==> src/rtl/axi_arb_pkg.sv <==
// Shared types and constants for the two-port AXI read arbiter in front of the DDR3 controller.
package axi_arb_pkg;

  typedef enum logic [1:0] {
    StIdle = 2'd0,
    StAddr = 2'd1,
    StData = 2'd2
  } arb_state_e;

  localparam logic [1:0] BURST_INCR = 2'b01;
  localparam logic [1:0] RESP_OKAY  = 2'b00;

  // One-hot grant encodings, bit 0 = port s0, bit 1 = port s1.
  localparam logic [1:0] GntNone = 2'b00;
  localparam logic [1:0] GntS0   = 2'b01;
  localparam logic [1:0] GntS1   = 2'b10;

endpackage

==> src/rtl/rr_arbiter2.sv <==
// Two-requester grant selection; round-robin on ties, or port 0 always wins a tie when
// ARB_FIXED_PRIORITY_EN is defined.
module rr_arbiter2
  import axi_arb_pkg::*;
(
  input  logic [1:0] req_i,
  input  logic [1:0] last_i,
  output logic [1:0] gnt_o
);

`ifdef ARB_FIXED_PRIORITY_EN
  logic unused_last;
  assign unused_last = ^last_i;
`endif

  always_comb begin
    gnt_o = req_i;
    if (req_i == 2'b11) begin
`ifdef ARB_FIXED_PRIORITY_EN
      gnt_o = GntS0;
`else
      // The port that was not served last takes the tie.
      gnt_o = last_i[0] ? GntS1 : GntS0;
`endif
    end
  end

endmodule

==> src/rtl/axi_ddr3_rd_arbiter.sv <==
// Arbitrates two AXI read requesters onto one DDR3 controller read port, one burst at a time.
// Tie-break policy is selected by ARB_FIXED_PRIORITY_EN (see rr_arbiter2).
module axi_ddr3_rd_arbiter
  import axi_arb_pkg::*;
#(
  parameter int unsigned ADDRS = 27,
  parameter int unsigned REQID = 4,
  parameter int unsigned WIDTH = 32
) (
  input  logic             clock,
  input  logic             reset_n,

  input  logic             s0_arvalid,
  output logic             s0_arready,
  input  logic [ADDRS-1:0] s0_araddr,
  input  logic [REQID-1:0] s0_arid,
  input  logic [7:0]       s0_arlen,
  input  logic [1:0]       s0_arburst,
  output logic             s0_rvalid,
  input  logic             s0_rready,
  output logic             s0_rlast,
  output logic [1:0]       s0_rresp,
  output logic [REQID-1:0] s0_rid,
  output logic [WIDTH-1:0] s0_rdata,

  input  logic             s1_arvalid,
  output logic             s1_arready,
  input  logic [ADDRS-1:0] s1_araddr,
  input  logic [REQID-1:0] s1_arid,
  input  logic [7:0]       s1_arlen,
  input  logic [1:0]       s1_arburst,
  output logic             s1_rvalid,
  input  logic             s1_rready,
  output logic             s1_rlast,
  output logic [1:0]       s1_rresp,
  output logic [REQID-1:0] s1_rid,
  output logic [WIDTH-1:0] s1_rdata,

  output logic             m_arvalid,
  input  logic             m_arready,
  output logic [ADDRS-1:0] m_araddr,
  output logic [REQID-1:0] m_arid,
  output logic [7:0]       m_arlen,
  output logic [1:0]       m_arburst,
  input  logic             m_rvalid,
  output logic             m_rready,
  input  logic             m_rlast,
  input  logic [1:0]       m_rresp,
  input  logic [REQID-1:0] m_rid,
  input  logic [WIDTH-1:0] m_rdata,

  output logic [1:0]       grant_o
);

  arb_state_e state_q, state_d;
  logic [1:0] grant_q, grant_d;
  logic [1:0] last_q, last_d;
  logic [1:0] arb_gnt;
  logic       sel_s1;

  rr_arbiter2 u_rr_arbiter2 (
    .req_i  ({s1_arvalid, s0_arvalid}),
    .last_i (last_q),
    .gnt_o  (arb_gnt)
  );

  assign sel_s1  = grant_q[1];
  assign grant_o = grant_q;

  // Payload paths are unconditional; they only matter while the matching valid is high.
  assign m_araddr  = sel_s1 ? s1_araddr  : s0_araddr;
  assign m_arid    = sel_s1 ? s1_arid    : s0_arid;
  assign m_arlen   = sel_s1 ? s1_arlen   : s0_arlen;
  assign m_arburst = sel_s1 ? s1_arburst : s0_arburst;

  assign s0_rlast = m_rlast;
  assign s0_rresp = m_rresp;
  assign s0_rid   = m_rid;
  assign s0_rdata = m_rdata;
  assign s1_rlast = m_rlast;
  assign s1_rresp = m_rresp;
  assign s1_rid   = m_rid;
  assign s1_rdata = m_rdata;

  always_ff @(posedge clock or negedge reset_n) begin
    if (!reset_n) begin
      state_q <= StIdle;
      grant_q <= GntNone;
      last_q  <= GntS1;
    end else begin
      state_q <= state_d;
      grant_q <= grant_d;
      last_q  <= last_d;
    end
  end

  always_comb begin
    state_d    = state_q;
    grant_d    = grant_q;
    last_d     = last_q;
    m_arvalid  = 1'b0;
    s0_arready = 1'b0;
    s1_arready = 1'b0;
    m_rready   = 1'b0;
    s0_rvalid  = 1'b0;
    s1_rvalid  = 1'b0;

    unique case (state_q)
      StIdle: begin
        if (s0_arvalid || s1_arvalid) begin
          grant_d = arb_gnt;
          state_d = StAddr;
        end
      end
      StAddr: begin
        m_arvalid  = sel_s1 ? s1_arvalid : s0_arvalid;
        s0_arready = grant_q[0] & m_arready;
        s1_arready = grant_q[1] & m_arready;
        if (m_arvalid && m_arready) begin
          state_d = StData;
        end
      end
      StData: begin
        // Straight wire from the owner's rready: stalls cost no extra cycle and nothing is held.
        m_rready  = sel_s1 ? s1_rready : s0_rready;
        s0_rvalid = grant_q[0] & m_rvalid;
        s1_rvalid = grant_q[1] & m_rvalid;
        if (m_rvalid && m_rready && m_rlast) begin
          state_d = StIdle;
          last_d  = grant_q;
          grant_d = GntNone;
        end
      end
      default: begin
        state_d = StIdle;
        grant_d = GntNone;
      end
    endcase
  end

endmodule

==> config.mk <==
export PLATFORM = sky130hd
export DESIGN_NAME = axi_ddr3_rd_arbiter
export DESIGN_NICKNAME = d
export VERILOG_FILES = /design/src/rtl/axi_arb_pkg.sv /design/src/rtl/rr_arbiter2.sv /design/src/rtl/axi_ddr3_rd_arbiter.sv
export SDC_FILE = /design/constraint.sdc
export NUM_CORES = 1
export LEC_CHECK = 0
export ABC_AREA = 1
export BUFFER_PORTS_ARGS = -buffer_cell sky130_fd_sc_hd__buf_2
export CORE_AREA = 2 2 99 101
export DETAILED_ROUTE_END_ITERATION = 10
export DIE_AREA = 0 0 101 103
export HOLD_SLACK_MARGIN = 0.02
export SYNTH_ARGS = -nofsm -noshare
export SYNTH_HDL_FRONTEND = slang
export SYNTH_HIERARCHICAL = 1
export SYNTH_SLANG_ARGS = --single-unit
==> constraint.sdc <==
create_clock -name clock -period 3 [get_ports clock]
set_input_delay 0 -clock clock [delete_from_list [all_inputs] [get_ports clock]]
set_output_delay 0 -clock clock [all_outputs]
set_load 0.02 [all_outputs]
==> out/metrics.cfg <==
[run_status]
status=finished, final reports clean

[power_and_ir_drop]
peakVddDrop_mv=0.224
finalPower_w=0.00120
switching_share_pct=59.4
pwr-share-clk_pct=10.5
pwr-share-seq_pct=11.7
p_int_w=0.000487
p_comb_share_pct=77.9
cellPowerDensity_nw_per_um2=562
p_sw_w=0.000711
leakage_nw=1.33

[floorplanning]
die_x_um=101
die_area_um2=10400
fp-row-count=36
coreArea_um2=9460
ios=256
fp.dieH_um=103
start_util_pct=15.6

[grt]
track_usage_pct=8.05
antenna_found_initial=0
met3_usage_pct=1.69
grt_overflow=0
globalRoute.busiestLayer=met2
grt_max_degree=46
grt_pass1_vias=1385
use_met2_pct=16.5
grt_pass1_wl_um=6620
use_met1_pct=8.58

[sta]
setup_viol=0
hold_viol_final=0
slew_violations=0
worst_hold_slack_ps=106
clock_skew_ps=5.05
grt_setup_unrepaired=false
period_share_pct=55.7
worst_pin_slew_ps=487
fmax_mhz=598
fin_crit_ps=1670
tns_ps=0
slew_headroom_pct=67.4

[worst_hold_path]
min_to=grant_o[0]
min_from=s1_arvalid
hold_path_class=in2reg
hold_depth=4

[worst_setup_path]
crit_family=flip-flops
critical_path_class=reg2out
worst-path-max-fanout=27
r2r_end=grant_o[0]
cp.arrival_ps=1670
max_stage_delay_ps=610
r2r_slack_ps=1380
path_cells=buf_4 > nand2_2 > a21oi_1 > buf_2
cp_num_buf_inv=2
ff2ff_path_depth=8
crit_path_start_kind=flip-flop
crit_start=grant_o[1]
cp-end-kind=primary output
rr_startpoint=grant_o[1]
cpMaxStageDelayCell=dfrtp_2
critical_path_required_ps=3000

[layout]
drive_gt1_share_pct=42.4
areaGrowthSynthToFinish_pct=44.4
final_cell_mix=141 x buf_2, 138 x nand2_1, 39 x dlygate4sd3_1
layout_commonest_cell=buf_2
nets=493
fill_cells=1084
diodes=0

[detailed_routing]
vias_per_cell=3.79
detail-route-antenna-nets=0
drc=0
wl_um=5420
drtPass1Iterations=4
first_iter_violations=22
avgRoutedWirePerCell_um=11.4
vias=1809

[cts]
cts-root-buf=clkbuf_8
cts.sink_count=5
clkTransAtPathRegs_ps=30
cts_made_buffers=3
cts.path.max_buffers=2
h-tree-depth=1
postCtsSetupRepairBufs=0
cts_tree=done
worstSkewPairLatency_ps=220

[place]
hpwl_um=4230
gp_congestion=0.750
numPortBuffers=141

[synthesis]
syn_nets=394
syn-cell-area_um2=1480
synth_area_per_cell_um2=5.57
syn_inst=265
synth.yosys.warnings=6

[flow_run]
drv_cap=0

[worst min-delay path, delay by kind of cell]
| family | cells | cell delay, ps |
|---|---|---|
| AOI/OAI and AO/OA | 1 | 70 |
| and+or+nand+nor | 2 | 90 |
| buffers and inverters | 1 | 120 |
[worst max-delay path by stage]
stage                            end  cells after the start  slack [ps]
after detailed placement  grant_o[1]                      8        1340
after global placement    grant_o[1]                      8        1380
after floorplan           grant_o[0]                      9        1820
after CTS                   m_rready                      4        1270
after global routing        m_rready                      4        1210
final                       m_rready                      4        1330
[timing repair]
item	4_1_cts	5_1_grt
hold endpoints to repair	81	0
resized for setup	0	0
hold buffers	39	0
[power by group through the flow]
stage	Clock, W	Combinational, W	Sequential [W]
after floorplan	0	0.000709	0.000122
after global placement	0	0.000806	0.000139
after detailed placement	0	0.000815	0.000142
after CTS	0.000127	0.000944	0.000141
after global routing	0.000132	0.00102	0.000149
final	0.000126	0.000933	0.000140
[through the flow]
step                      setup WS (ps)  cells  cell area [um2]  util, %
after floorplan                    1820    265             1480        -
after global placement             1380    434             1700     17.9
after detailed placement           1340    434             1700     17.9
after CTS                          1270    477             2130     22.5
after global routing               1210    477             2130     22.5
final                              1330    477             2130     22.5
[routing by layer]
layer / share of wire [%] / vias to the layer above
li1: - / 914
met5: 0 / -
met3: 8.3 / 5
met2: 54 / 121
met4: 0.66 / 0
met1: 37 / 769
[registers in the layout, summed over array words and instances, names as in the netlist]
register  flops
state_q       2
last_q        1
grant_o       2
[final cells by class]
cell class / count / area [um2] / area share, %
Clock buffer: 4 / 45.0 / 2.11
Tap cell: 114 / 143 / 6.69
Timing Repair Buffer: 181 / 1100 / 51.8
Sequential cell: 5 / 126 / 5.93
Multi-Input combinational cell: 161 / 664 / 31.2
Inverter: 12 / 50.0 / 2.35
Note: power is estimated with default switching activity, not from simulation.
